$ cat config.mk
export PLATFORM = sky130hd
export DESIGN_NAME = image_loader
export DESIGN_NICKNAME = d
export VERILOG_FILES = /design/src/rtl/nn_params.sv /design/src/rtl/pin_edge_sync.sv /design/src/rtl/image_loader.sv
export SDC_FILE = /design/constraint.sdc
export NUM_CORES = 1
export LEC_CHECK = 0
export ABC_AREA = 1
export BUFFER_PORTS_ARGS = -buffer_cell sky130_fd_sc_hd__buf_2
export CORE_UTILIZATION = 50
export CTS_CLUSTER_DIAMETER = 30
export CTS_CLUSTER_SIZE = 40
export DETAILED_ROUTE_END_ITERATION = 8
export PLACE_DENSITY_LB_ADDON = 0.12
export SLEW_MARGIN = 25
export SYNTH_ARGS = -nofsm -noshare
export SYNTH_HDL_FRONTEND = slang
export SYNTH_SLANG_ARGS = --single-unit
$ cat constraint.sdc
create_clock -name clk -period 2.3 [get_ports clk]
set_input_delay 0.46 -clock clk [delete_from_list [all_inputs] [get_ports clk]]
set_output_delay 0.46 -clock clk [all_outputs]
set_load 0.01 [all_outputs]
$ cat src/rtl/nn_params.sv
// Shared NN tapeout parameters: image geometry, read-coordinate width and the
// frame loader state encoding (also used by conv2d_layer).
package nn_params;

  localparam int unsigned IMG_W   = 8;
  localparam int unsigned IMG_H   = 8;
  localparam int unsigned COORD_W = 5;

  typedef enum logic [1:0] {
    IDLE  = 2'd0,
    LOAD  = 2'd1,
    READY = 2'd2
  } loader_state_e;

endpackage

$ cat src/rtl/pin_edge_sync.sv
// Two-flop synchronizer followed by a rise detector for an asynchronous pin.
// Ports:
//   clk, reset  - design clock, synchronous active-high reset
//   pin_i       - asynchronous input pin
//   rise_c_o    - one-cycle pulse (combinational) on a synchronized 0->1 edge
module pin_edge_sync (
  input  logic clk,
  input  logic reset,
  input  logic pin_i,
  output logic rise_c_o
);

  logic meta_q, sync_q, prev_q;

  // Synchronizer chain plus previous-value flop for edge detection.
  always_ff @(posedge clk) begin
    if (reset) begin
      meta_q <= 1'b0;
      sync_q <= 1'b0;
      prev_q <= 1'b0;
    end else begin
      meta_q <= pin_i;
      sync_q <= meta_q;
      prev_q <= sync_q;
    end
  end

  assign rise_c_o = sync_q & ~prev_q;

endmodule

$ cat src/rtl/image_loader.sv
// Binary 8x8 frame receiver: collects row bytes paced by a strobe pin into a
// frame buffer, holds the frame until consumed, and offers a zero-padded
// combinational pixel read port for the convolution window.
// Ports:
//   clk, reset      - design clock, synchronous active-high reset
//   data_in         - row byte, bit x is pixel (x, row)
//   data_strobe     - async pin, rising edge delivers one row
//   frame_start     - async pin, rising edge starts a new frame
//   frame_consumed  - one-cycle pulse, frame has been used
//   rd_x, rd_y      - signed read coordinates
//   rd_pixel        - combinational pixel, 0 outside the image
//   image_bits      - frame buffer, bit y*IMG_W+x
//   loading_done    - high while a complete frame is held
//   row_count       - rows received in the current frame
//   overrun         - sticky, strobe seen while a frame was held
module image_loader #(
  parameter int unsigned IMG_W   = nn_params::IMG_W,
  parameter int unsigned IMG_H   = nn_params::IMG_H,
  parameter int unsigned COORD_W = nn_params::COORD_W
) (
  input  logic                       clk,
  input  logic                       reset,
  input  logic [IMG_W-1:0]           data_in,
  input  logic                       data_strobe,
  input  logic                       frame_start,
  input  logic                       frame_consumed,
  input  logic signed [COORD_W-1:0]  rd_x,
  input  logic signed [COORD_W-1:0]  rd_y,
  output logic                       rd_pixel,
  output logic [IMG_W*IMG_H-1:0]     image_bits,
  output logic                       loading_done,
  output logic [3:0]                 row_count,
  output logic                       overrun
);

  localparam int unsigned NPIX = IMG_W * IMG_H;
  localparam int unsigned AW   = $clog2(NPIX);
  localparam int unsigned XW   = $clog2(IMG_W);
  localparam int unsigned YW   = $clog2(IMG_H);

  nn_params::loader_state_e state_q, state_d;
  logic [NPIX-1:0] bits_q, bits_d;
  logic [3:0]      row_q, row_d;
  logic            done_q, done_d;
  logic            ovr_q, ovr_d;

  logic strobe_rise_c, start_rise_c;

  pin_edge_sync u_strobe_sync (
    .clk      (clk),
    .reset    (reset),
    .pin_i    (data_strobe),
    .rise_c_o (strobe_rise_c)
  );

  pin_edge_sync u_start_sync (
    .clk      (clk),
    .reset    (reset),
    .pin_i    (frame_start),
    .rise_c_o (start_rise_c)
  );

  // State and datapath registers.
  always_ff @(posedge clk) begin
    if (reset) begin
      state_q <= nn_params::IDLE;
      bits_q  <= '0;
      row_q   <= '0;
      done_q  <= 1'b0;
      ovr_q   <= 1'b0;
    end else begin
      state_q <= state_d;
      bits_q  <= bits_d;
      row_q   <= row_d;
      done_q  <= done_d;
      ovr_q   <= ovr_d;
    end
  end

  // Next-state, row writer; frame_start has priority over everything else.
  always_comb begin
    state_d = state_q;
    bits_d  = bits_q;
    row_d   = row_q;
    done_d  = done_q;
    ovr_d   = ovr_q;
    if (start_rise_c) begin
      state_d = nn_params::LOAD;
      bits_d  = '0;
      row_d   = '0;
      done_d  = 1'b0;
      ovr_d   = 1'b0;
    end else begin
      unique case (state_q)
        nn_params::LOAD: begin
          if (strobe_rise_c) begin
            for (int r = 0; r < int'(IMG_H); r++) begin
              if (row_q == 4'(r)) bits_d[r*IMG_W +: IMG_W] = data_in;
            end
            if (row_q != 4'(IMG_H)) row_d = row_q + 4'd1;
            if (row_q == 4'(IMG_H - 1)) begin
              state_d = nn_params::READY;
              done_d  = 1'b1;
            end
          end
        end
        nn_params::READY: begin
          if (strobe_rise_c) ovr_d = 1'b1;
          if (frame_consumed) begin
            state_d = nn_params::IDLE;
            done_d  = 1'b0;
          end
        end
        default: ;
      endcase
    end
  end

  // Zero-padded read: negative (sign bit) or beyond the last column/row reads 0.
  logic          x_in_c, y_in_c;
  logic [AW-1:0] idx_c;

  assign x_in_c = !rd_x[COORD_W-1] && (rd_x <= $signed(COORD_W'(IMG_W - 1)));
  assign y_in_c = !rd_y[COORD_W-1] && (rd_y <= $signed(COORD_W'(IMG_H - 1)));
  assign idx_c  = AW'(rd_y[YW-1:0]) * AW'(IMG_W) + AW'(rd_x[XW-1:0]);

  assign rd_pixel     = x_in_c & y_in_c & bits_q[idx_c];
  assign image_bits   = bits_q;
  assign loading_done = done_q;
  assign row_count    = row_q;
  assign overrun      = ovr_q;

endmodule

==> run summary, run 1 <==
RUN STATUS
-------------------------------------------------------------------------------------
Run status                                                               finished, final reports clean

STA
-------------------------------------------------------------------------------------
Clk_skew                                                                      11.1 ps
Unrepaired setup endpoints after global routing                                 false
Final clock period utilization by the worst path                                90.9%
Maximum achievable frequency                                                  478 MHz
Total Neg Setup Slack                                                            0 ps
Final critical path time including I/O delays and setup                       2090 ps
Headroom to the max-slew limit                                                  75.0%
Transition at the pin with the smallest max-transition slack                   374 ps
Number of max-slew violations in the final report                                   0
Final setup slack of the worst path                                            209 ps
Final Hold Vio Count                                                                0
Worst hold slack across all endpoints                                          308 ps
# setup viols final                                                                 0

POWER AND IR DROP
-------------------------------------------------------------------------------------
Switching fraction of total power                                               26.1%
Final Power                                                                   2.46 mW
Sequential group share of total power                                           54.7%
Clock network fraction of design power                                          37.0%
Worst supply voltage drop on vdd                                             0.319 mV
Power density of the placed cells                                         586 nW/um^2
Leak                                                                          1.92 nW
Power Internal                                                                1.82 mW
Switching power of the nets                                                  0.640 mW
Comb power frac                                                                  8.3%

SYNTH
-------------------------------------------------------------------------------------
Post-Synthesis Net Count                                                          531
Number of cells produced by synthesis                                             504
Cell area after synthesis                                                   3510 um^2
Sequential cell area fraction in the yosys report                               43.9%
Flop and latch count out of synthesis                                              77
Post-synth top flop                                                           dfxtp_1
Post-Synthesis Mean Instance Area                                           6.97 um^2
Asr flop ratio synth                                                               0%
Count of different cell masters after synthesis                                    25
Count of flip-flops with a built-in enable after synthesis                          0
Number of warnings issued by yosys                                                  0

FINISH
-------------------------------------------------------------------------------------
Layout Cells excl Fill                                                            692
Final Core Density                                                              61.7%
Area growth from synthesis to layout                                            19.2%
Footprint of the flip-flops and latches                                     1540 um^2
Combined area of the multi-input logic cells                                1700 um^2
Area of all placed cells without fillers                                    4190 um^2
Nets                                                                              619
Number of filler instances in the final layout                                    663
Inserted Diodes                                                                     0
Share of final-layout standard cells stronger than drive strength 1             23.0%

CLOCK NETWORK
-------------------------------------------------------------------------------------
Number of setup buffers added after CTS                                             0
Clock insertion delay at the later pin of the skew report                      360 ps
Number of H-tree levels                                                             3
Clock-pin slew of the registers on the worst-case setup and hold paths          80 ps
Number of buffers created by CTS                                                    9
Root cell of the clock tree                                                  clkbuf_8
CTS tree                                                                          yes
Maximum buffer depth of the clock tree                                              2
TritonCTS sink count                                                               77

ROUTING
-------------------------------------------------------------------------------------
DRT antenna net count                                                               0
Initial detailed-routing violation count                                          235
Post-detailed-route DRC marker count                                                0
DRT Wirelength                                                                9.78 mm
Mean number of vias per cell                                                     5.22
Router iterations before antenna repair                                             5
Per-cell routed wire length                                                   14.1 um
Total via count in the routed design                                            3,614

DIE
-------------------------------------------------------------------------------------
Starting utilization of the core area                                           51.7%
Area inside the core boundary                                               6790 um^2
Vertical die dimension                                                        85.8 um
Count of standard-cell rows                                                        30
Horizontal extent of the die                                                  85.8 um
Die Area                                                                    7370 um^2
Count of pins on the block boundary                                                94

GRT
-------------------------------------------------------------------------------------
Maximum number of pins on one net before global-route repair                       69
Global routing's busiest layer                                                   met2
Total overflow reported by the global router                                        0
Met1 layer usage reported by global route                                       36.1%
Global-route track usage on met2                                                43.8%
Number of global-route vias before repair                                       3,127
Initial antenna violation count                                                     0
Total routing usage reported by global routing                                  27.4%
Global-route wire length before repair                                        15.6 mm
Met3 track utilization from global routing                                      5.10%

CRITICAL PATH
-------------------------------------------------------------------------------------
WP data arrival                                                               1630 ps
Data required time of the worst path                                          1840 ps
Endpoint class of the critical path                                       output port
Startpoint kind of the worst setup timing path                              input pin
Crit-path max FO                                                                   32
Critical path class                                                      input pin to output port

PLACE
-------------------------------------------------------------------------------------
Half-perimeter wire length of the detailed placement result                   6.61 mm
Total instance count after detailed placement                                     677
Total placed instance area                                                  4020 um^2
Buffers added on ports                                                             93
Pre-CTS WS                                                                     191 ps
Final Wtd Congestion                                                            0.852

FLOW RUN
-------------------------------------------------------------------------------------
Max_cap viols                                                                       0

MIN PATH
-------------------------------------------------------------------------------------
HP Class                                                                 input pin to register

-- Yosys cell counts, types with 4 or more instances --
cell,number,share of area [%]
buf_6,4,1.3
buf_2,5,0.71
nand2_1,70,7.5
nand3_1,61,8.7
o21ai_0,66,9.4
inv_1,22,2.4
buf_4,6,1.3
nand2_2,4,0.71
clkbuf_1,4,0.43
inv_2,7,0.75
dfxtp_1,77,44
nor2_2,5,0.89
nor2_1,145,15
ha_1,4,1.4
a21oi_1,5,0.71
-- power by group through the flow --
stage | Sequential [mW] | Clock [mW] | Combinational, mW
after floorplan | 1.37 | 0 | 0.133
after CTS | 1.34 | 0.918 | 0.201
final | 1.34 | 0.909 | 0.204
after detailed placement | 1.37 | 0 | 0.200
after global routing | 1.34 | 0.972 | 0.226
after global placement | 1.37 | 0 | 0.199
-- layout make-up --
cell class                 count  area share, %
multi-input combinational    374           40.5
sequential                    77           36.8
timing repair buffer          97           12.4
inverter                      33           3.43
clock buffer                  11           3.38
tap                           96           2.87
clock inverter                 4          0.597
-- worst max-delay path, cell delays in order --
cell and delay [ps]:
buf_2 150, buf_12 200, nand2_1 80, nand3_1 80, nand3_1 70, nand3_1 110, nand3_1 80, nand3_1 80
nand2_1 50, nor2_1 110, buf_2 150
-- per-layer routing --
| metal | share of wire (%) | wire length [um] |
|---|---|---|
| met5 | 0 | 0 |
| met4 | 2.7 | 267 |
| met3 | 6.7 | 653 |
| met2 | 46 | 4540 |
| met1 | 44 | 4330 |
-- repair_timing --
action                                  CTS  global route
resized for setup                         0             1
endpoints found under the hold margin     0             0
endpoints found under the setup margin    0             1
hold buffers                              0             0
-- final timing paths --
kind	start	to	slack (ps)	depth (start not counted)
worst max-delay path	rd_x[0]	rd_pixel	210	11
worst min-delay path	frame_start	u_start_sync.meta_q	310	3
worst max register to register	row_count[0]	image_bits[31]	750	6
worst min register to register	u_start_sync.meta_q	u_start_sync.sync_q	410	2
-- placed cells by master, fill, tap and decap left out, types with 4 or more instances in the layout --
cell type / instances
clkbuf_8: 10
o21ai_0: 66
nand2_1: 70
dfxtp_1: 77
nor2_2: 5
buf_2: 93
nand2_2: 4
a21oi_1: 5
inv_1: 22
nor2_1: 145
ha_1: 4
inv_2: 7
nand3_1: 61
-- registers in the layout, indices dropped and copies added, names as in the netlist --
register	count
state_q	2
u_start_sync.prev_q	1
u_start_sync.meta_q	1
u_strobe_sync.prev_q	1
u_strobe_sync.sync_q	1
row_count	4
overrun	1
image_bits	64
u_start_sync.sync_q	1
u_strobe_sync.meta_q	1
-- kinds of logic after synthesis --
| family | share of synthesized area (%) |
|---|---|
| adders and majority gates | 1.42 |
| and+or+nand+nor | 36.3 |
| DFF | 43.9 |
| buffers and inverters | 7.83 |
| AOI/OAI and AO/OA | 10.5 |
No activity file was read; power rests on OpenSTA's default activity.
==> run 2, diff against run 1 <==
--- a/config.mk
+++ b/config.mk
@@ -11,6 +11,7 @@
 export CTS_CLUSTER_DIAMETER = 30
 export CTS_CLUSTER_SIZE = 40
 export DETAILED_ROUTE_END_ITERATION = 8
+export MAX_ROUTING_LAYER = met4
 export PLACE_DENSITY_LB_ADDON = 0.12
 export SLEW_MARGIN = 25
 export SYNTH_ARGS = -nofsm -noshare
==> run summary, run 2 (synthesis results as in run 1) <==
ROUTING
----------------------------------------------------------------------------------------
Total via count in the routed design                                               3,628   was 3,614
Mean number of vias per cell                                                        5.24   was 5.22
DRT antenna net count                                                                  0   unchanged
Initial detailed-routing violation count                                             255   was 235
DRT Wirelength                                                                   9.83 mm   was 9.78 mm
Per-cell routed wire length                                                      14.2 um   was 14.1 um
Router iterations before antenna repair                                                5   unchanged
Post-detailed-route DRC marker count                                                   0   unchanged

DIE
----------------------------------------------------------------------------------------
Starting utilization of the core area                                              51.7%   unchanged
Count of standard-cell rows                                                           30   unchanged
Die Area                                                                       7370 um^2   unchanged
Vertical die dimension                                                           85.8 um   unchanged
Area inside the core boundary                                                  6790 um^2   unchanged
Count of pins on the block boundary                                                   94   unchanged
Horizontal extent of the die                                                     85.8 um   unchanged

FINISH
----------------------------------------------------------------------------------------
Number of flip-flops in the largest register                                          64   unchanged
Leading cell type in the layout, fill and taps excluded                           nor2_1   unchanged
Number of filler instances in the final layout                                       663   unchanged
Area growth from synthesis to layout                                               19.2%   unchanged
Share of final-layout standard cells stronger than drive strength 1                23.0%   unchanged
Layout Cells excl Fill                                                               692   unchanged
Commonest cells after routing, fill and taps aside                          nor2_1, buf_2, dfxtp_1   unchanged
Inserted Diodes                                                                        0   unchanged
Nets                                                                                 619   unchanged
Final Core Density                                                                 61.7%   unchanged

CLOCK NETWORK
----------------------------------------------------------------------------------------
Number of setup buffers added after CTS                                                0   unchanged
Hold bufs inserted after CTS                                                           0   unchanged
Clock-pin slew of the registers on the worst-case setup and hold paths             70 ps   was 80 ps
TritonCTS sink count                                                                  77   unchanged
CTS tree                                                                             yes   unchanged
Number of buffers created by CTS                                                       9   unchanged
Clock insertion delay at the later pin of the skew report                         350 ps   was 360 ps
Root cell of the clock tree                                                     clkbuf_8   unchanged
Maximum buffer depth of the clock tree                                                 2   unchanged
Number of H-tree levels                                                                3   unchanged

STA
----------------------------------------------------------------------------------------
Clk_skew                                                                         9.68 ps   was 11.1 ps
Number of max-slew violations in the final report                                      0   unchanged
Final critical path time including I/O delays and setup                          2100 ps   was 2090 ps
Unrepaired setup endpoints after global routing                                    false   unchanged
Final setup slack of the worst path                                               204 ps   was 209 ps
Maximum achievable frequency                                                     477 MHz   was 478 MHz
Headroom to the max-slew limit                                                     75.6%   was 75.0%
Final clock period utilization by the worst path                                   91.1%   was 90.9%
Total Neg Setup Slack                                                               0 ps   unchanged
Transition at the pin with the smallest max-transition slack                      364 ps   was 374 ps
Final Hold Vio Count                                                                   0   unchanged
# setup viols final                                                                    0   unchanged

CRITICAL PATH
----------------------------------------------------------------------------------------
Sum of buffers and inverters on the critical path                                      3   unchanged
Most frequent CP cell                                                            nand3_1   unchanged
Critical R2R Launch                                                         row_count[0]   unchanged
Data required time of the worst path                                             1840 ps   about the same
Crit-path max FO                                                                      32   unchanged
Capturing point of the worst reg2reg path                                   image_bits[31]   unchanged
WP data arrival                                                                  1640 ps   was 1630 ps
Startpoint kind of the worst setup timing path                                 input pin   unchanged
Critical path class                                                         input pin to output port   unchanged
Library cell contributing the largest single delay on the critical path           buf_12   unchanged
Category of cells accounting for the largest share of critical-path delay   simple AND/OR/NAND/NOR gates   unchanged
Setup slack of the most critical reg-to-reg path                                  770 ps   was 750 ps
Cells along the critical path                                               buf_2 -> buf_12 -> nand2_1 -> nand3_1 -> nand3_1 -> nand3_1 -> nand3_1 -> nand3_1 -> nand2_1 -> nor2_1 -> buf_2   unchanged
Endpoint class of the critical path                                          output port   unchanged
Largest stage delay on the critical path                                          200 ps   about the same
Worst r2r path cells                                                                   6   unchanged

MIN PATH
----------------------------------------------------------------------------------------
Hold Path Depth                                                                        3   unchanged
HP Class                                                                    input pin to register   unchanged
End of the worst hold path                                                  u_start_sync.meta_q   unchanged
HP Start                                                                     frame_start   unchanged

GRT
----------------------------------------------------------------------------------------
Number of global-route vias before repair                                          3,127   unchanged
Maximum number of pins on one net before global-route repair                          69   unchanged
Total overflow reported by the global router                                           0   unchanged
Total routing usage reported by global routing                                     28.2%   was 27.4%
Initial antenna violation count                                                        0   unchanged
Global-route wire length before repair                                           15.6 mm   unchanged

POWER AND IR DROP
----------------------------------------------------------------------------------------
Worst supply voltage drop on vdd                                                0.316 mV   was 0.319 mV
Leak                                                                             1.92 nW   unchanged
Power density of the placed cells                                            585 nW/um^2   was 586 nW/um^2

PLACE
----------------------------------------------------------------------------------------
Buffers added on ports                                                                93   unchanged
Pre-CTS WS                                                                        191 ps   unchanged
Half-perimeter wire length of the detailed placement result                      6.61 mm   unchanged
Final Wtd Congestion                                                               0.865   was 0.852
Total instance count after detailed placement                                        677   unchanged

RUN STATUS
----------------------------------------------------------------------------------------
Run status                                                                  finished, final reports clean   unchanged

FLOW RUN
----------------------------------------------------------------------------------------
Max_cap viols                                                                          0   unchanged

## run 2: what timing repair did
item	in CTS	in global routing
endpoints found under the hold margin	0	0
gates resized for setup	0	1
setup endpoints to repair	0	1
## run 2: where the power goes
part	switching, mW	leakage [nW]	internal [mW]
logic	0.140	1.22	0.0652
clock network	0.493	0.0812	0.412
registers	0.00400	0.621	1.34
## run 2: how the worst max path moves through the flow
stage	startpoint	end	cells after the start
after floorplan	rd_x[0]	rd_pixel	11
after global placement	rd_x[0]	rd_pixel	11
after detailed placement	rd_x[0]	rd_pixel	11
after CTS	rd_x[0]	rd_pixel	11
after global routing	rd_x[0]	rd_pixel	11
final	rd_x[0]	rd_pixel	11
## run 2: worst register-to-register path, stage by stage (launching register included)
cell and delay (ps):
dfxtp_1 410, ha_1 200, inv_1 90, nor3_4 320, inv_1 210, nor2_1 150
nor2_1 60
## run 2: stage by stage
step / hold slack (ps) / power, mW / cell area (um^2)
final: 317 / 2.45 / 4190
after global routing: 308 / 2.54 / 4190
after CTS: 304 / 2.46 / 4190
after detailed placement: 398 / 1.57 / 4020
after global placement: 393 / 1.57 / 4020
after floorplan: 388 / 1.51 / 3510
## run 2: final cells by class
type	count	area (um^2)	share of cell area, %
multi-input combinational	374	1700	40.5
tap	96	120	2.87
sequential	77	1540	36.8
timing repair buffer	97	520	12.4
clock inverter	4	25.0	0.597
clock buffer	11	141	3.38
inverter	33	144	3.43
## run 2: routing by layer
metal	vias up	global-route usage, %	routed length (um)
met5	-	-	0
met4	0	12.6	239
met3	22	4.72	689
met2	150	43.7	4550
met1	1659	36.2	4350
li1	1797	-	-
==> run 3, diff against run 2 <==
--- a/config.mk
+++ b/config.mk
@@ -13,7 +13,6 @@
 export DETAILED_ROUTE_END_ITERATION = 8
 export MAX_ROUTING_LAYER = met4
 export PLACE_DENSITY_LB_ADDON = 0.12
-export SLEW_MARGIN = 25
 export SYNTH_ARGS = -nofsm -noshare
 export SYNTH_HDL_FRONTEND = slang
 export SYNTH_SLANG_ARGS = --single-unit
==> constraint.sdc (replaced) <==
create_clock -name clk -period 2.3 [get_ports clk]
set_input_delay 0.46 -clock clk [delete_from_list [all_inputs] [get_ports clk]]
set_output_delay 0.46 -clock clk [all_outputs]
set_load 0.1 [all_outputs]
==> run summary, run 3 (synthesis results as in run 1) <==
RUN STATUS
----------------------------------------------------------------------------------------
Run status                                                                  finished, final reports clean   unchanged

CRITICAL PATH
----------------------------------------------------------------------------------------
Capturing point of the worst reg2reg path                                   row_count[2]   was image_bits[31]
Crit-path max FO                                                                      13   was 32
Category of cells accounting for the largest share of critical-path delay   simple AND/OR/NAND/NOR gates   unchanged
Endpoint class of the critical path                                          output port   unchanged
Critical path class                                                         input pin to output port   unchanged
Setup slack of the most critical reg-to-reg path                                  750 ps   was 770 ps
Start point of the critical path                                                 rd_x[0]   unchanged
Sum of buffers and inverters on the critical path                                      3   unchanged
Startpoint kind of the worst setup timing path                                 input pin   unchanged
Data required time of the worst path                                             1840 ps   about the same
Most frequent CP cell                                                            nand3_1   unchanged
WP data arrival                                                                  1730 ps   was 1640 ps
Critical R2R Launch                                                         row_count[0]   unchanged
Worst r2r path cells                                                                   8   was 6
Library cell contributing the largest single delay on the critical path         clkbuf_4   was buf_12
Largest stage delay on the critical path                                          180 ps   was 200 ps
Cells along the critical path                                               clkbuf_4 -> buf_6 -> nand2_1 -> nand3_1 -> nand3_1 -> nand3_1 -> nand3_1 -> nand3_1 -> nand2_1 -> nor2_4 -> buf_12   was buf_2 -> buf_12 -> nand2_1 -> nand3_1 -> nand3_1 -> nand3_1 -> nand3_1 -> nand3_1 -> nand2_1 -> nor2_1 -> buf_2

ROUTING
----------------------------------------------------------------------------------------
Router iterations before antenna repair                                                5   unchanged
Top layer used by detailed routing                                                  met4   unchanged
DRT antenna net count                                                                  0   unchanged
Wl on met1                                                                       4.35 mm   about the same
Mean number of vias per cell                                                        5.18   was 5.24
Total via count in the routed design                                               3,601   was 3,628
DRT Wirelength                                                                   10.0 mm   was 9.83 mm
Met3 wirelength from detailed routing                                             752 um   was 689 um
Per-cell routed wire length                                                      14.4 um   was 14.2 um
Met2 wire length                                                                 4.69 mm   was 4.55 mm
Initial detailed-routing violation count                                             301   was 255
Post-detailed-route DRC marker count                                                   0   unchanged

FINISH
----------------------------------------------------------------------------------------
Inserted Diodes                                                                        0   unchanged
Leading cell type in the layout, fill and taps excluded                           nor2_1   unchanged
Number of flip-flops in the largest register                                          64   unchanged
Area growth from synthesis to layout                                               22.9%   was 19.2%
Area of all placed cells without fillers                                       4320 um^2   was 4190 um^2
Nets                                                                                 621   was 619
Share of final-layout standard cells stronger than drive strength 1                34.4%   was 23.0%
Final Core Density                                                                 63.5%   was 61.7%
Commonest cells after routing, fill and taps aside                          nor2_1, buf_2, nand2_1   was nor2_1, buf_2, dfxtp_1

PLACE
----------------------------------------------------------------------------------------
Final Wtd Congestion                                                               0.843   was 0.865
Half-perimeter wire length of the detailed placement result                      6.94 mm   was 6.61 mm
Pre-CTS WS                                                                       85.2 ps   was 191 ps
Buffers added on ports                                                                93   unchanged
Total placed instance area                                                     4130 um^2   was 4020 um^2

CLOCK NETWORK
----------------------------------------------------------------------------------------
Clock-pin slew of the registers on the worst-case setup and hold paths             80 ps   was 70 ps
Number of H-tree levels                                                                3   unchanged
Hold bufs inserted after CTS                                                           0   unchanged
Number of buffers created by CTS                                                       9   unchanged
Maximum buffer depth of the clock tree                                                 2   unchanged
CTS tree                                                                             yes   unchanged
Post-CTS Resized                                                                       0   unchanged
Number of setup buffers added after CTS                                                0   unchanged
Clock insertion delay at the later pin of the skew report                         350 ps   about the same
TritonCTS sink count                                                                  77   unchanged
Root cell of the clock tree                                                     clkbuf_8   unchanged

DIE
----------------------------------------------------------------------------------------
Count of standard-cell rows                                                           30   unchanged
Starting utilization of the core area                                              51.7%   unchanged
Area inside the core boundary                                                  6790 um^2   unchanged
Horizontal extent of the die                                                     85.8 um   unchanged
Vertical die dimension                                                           85.8 um   unchanged
Die Area                                                                       7370 um^2   unchanged
Count of pins on the block boundary                                                   94   unchanged

MIN PATH
----------------------------------------------------------------------------------------
HP Class                                                                    input pin to register   unchanged
Hold Path Depth                                                                        3   unchanged
HP Start                                                                     frame_start   unchanged
End of the worst hold path                                                  u_start_sync.meta_q   unchanged

POWER AND IR DROP
----------------------------------------------------------------------------------------
Power density of the placed cells                                            576 nW/um^2   was 585 nW/um^2
Final Power                                                                      2.48 mW   was 2.45 mW
Worst supply voltage drop on vdd                                                0.405 mV   was 0.316 mV
Leak                                                                             1.97 nW   was 1.92 nW

STA
----------------------------------------------------------------------------------------
Transition at the pin with the smallest max-transition slack                      508 ps   was 364 ps
Headroom to the max-slew limit                                                     66.3%   was 75.6%
Final Hold Vio Count                                                                   0   unchanged
Final critical path time including I/O delays and setup                          2190 ps   was 2100 ps
Maximum achievable frequency                                                     456 MHz   was 477 MHz
# setup viols final                                                                    0   unchanged
Clk_skew                                                                         5.54 ps   was 9.68 ps
Number of max-slew violations in the final report                                      0   unchanged
Final setup slack of the worst path                                               106 ps   was 204 ps
Final clock period utilization by the worst path                                   95.4%   was 91.1%

GRT
----------------------------------------------------------------------------------------
Total overflow reported by the global router                                           0   unchanged
Initial antenna violation count                                                        0   unchanged
Number of global-route vias before repair                                          3,105   was 3,127
Maximum number of pins on one net before global-route repair                          69   unchanged
Global-route wire length before repair                                           15.5 mm   was 15.6 mm
Total routing usage reported by global routing                                     28.2%   about the same

FLOW RUN
----------------------------------------------------------------------------------------
Max_cap viols                                                                          0   unchanged

run 3: final cells by class:
type	instances	area, um^2
tap	96	120
clock buffer	10	138
fill	665	2480
multi-input combinational	374	1700
sequential	77	1620
clock inverter	6	38.8
inverter	33	146
timing repair buffer	99	548
run 3: per-layer routing:
metal | GRT usage [%] | vias to the layer above
met5 | - | -
met4 | 11.7 | 0
met3 | 5.10 | 15
met2 | 44.0 | 147
met1 | 36.2 | 1640
li1 | - | 1799
run 3: worst max-delay path by stage:
stage               cells after the start  endpoint  slack, ps
floorplan                              11  rd_pixel        120
global placement                       11  rd_pixel        130
detailed placement                     11  rd_pixel         90
CTS                                    11  rd_pixel         80
global route                           11  rd_pixel         -2
finish                                 11  rd_pixel        110
run 3: metrics by stage:
stage | hold WS (ps) | instances | TNS (ps)
3_5_place_dp | 402 | 679 | 0
3_3_place_gp | 391 | 679 | 0
4_1_cts | 299 | 695 | 0
2_1_floorplan | 388 | 504 | 0
6_report | 310 | 695 | 0
5_1_grt | 306 | 695 | -2.46
run 3: report_power, final:
| group | internal (mW) | switching [mW] | total, mW |
|---|---|---|---|
| combinational | 0.0683 | 0.157 | 0.225 |
| clock | 0.417 | 0.500 | 0.917 |
| sequential | 1.34 | 0.00418 | 1.34 |
| total | 1.82 | 0.661 | 2.48 |
run 3: worst reg2reg max path: stages, from the launching register on:
cell and delay [ps]:
dfxtp_1 420, inv_1 120, ha_1 210, inv_1 80, nor3_1 50, inv_1 50, nand2_1 150, nor3_1 290
nor3b_2 70
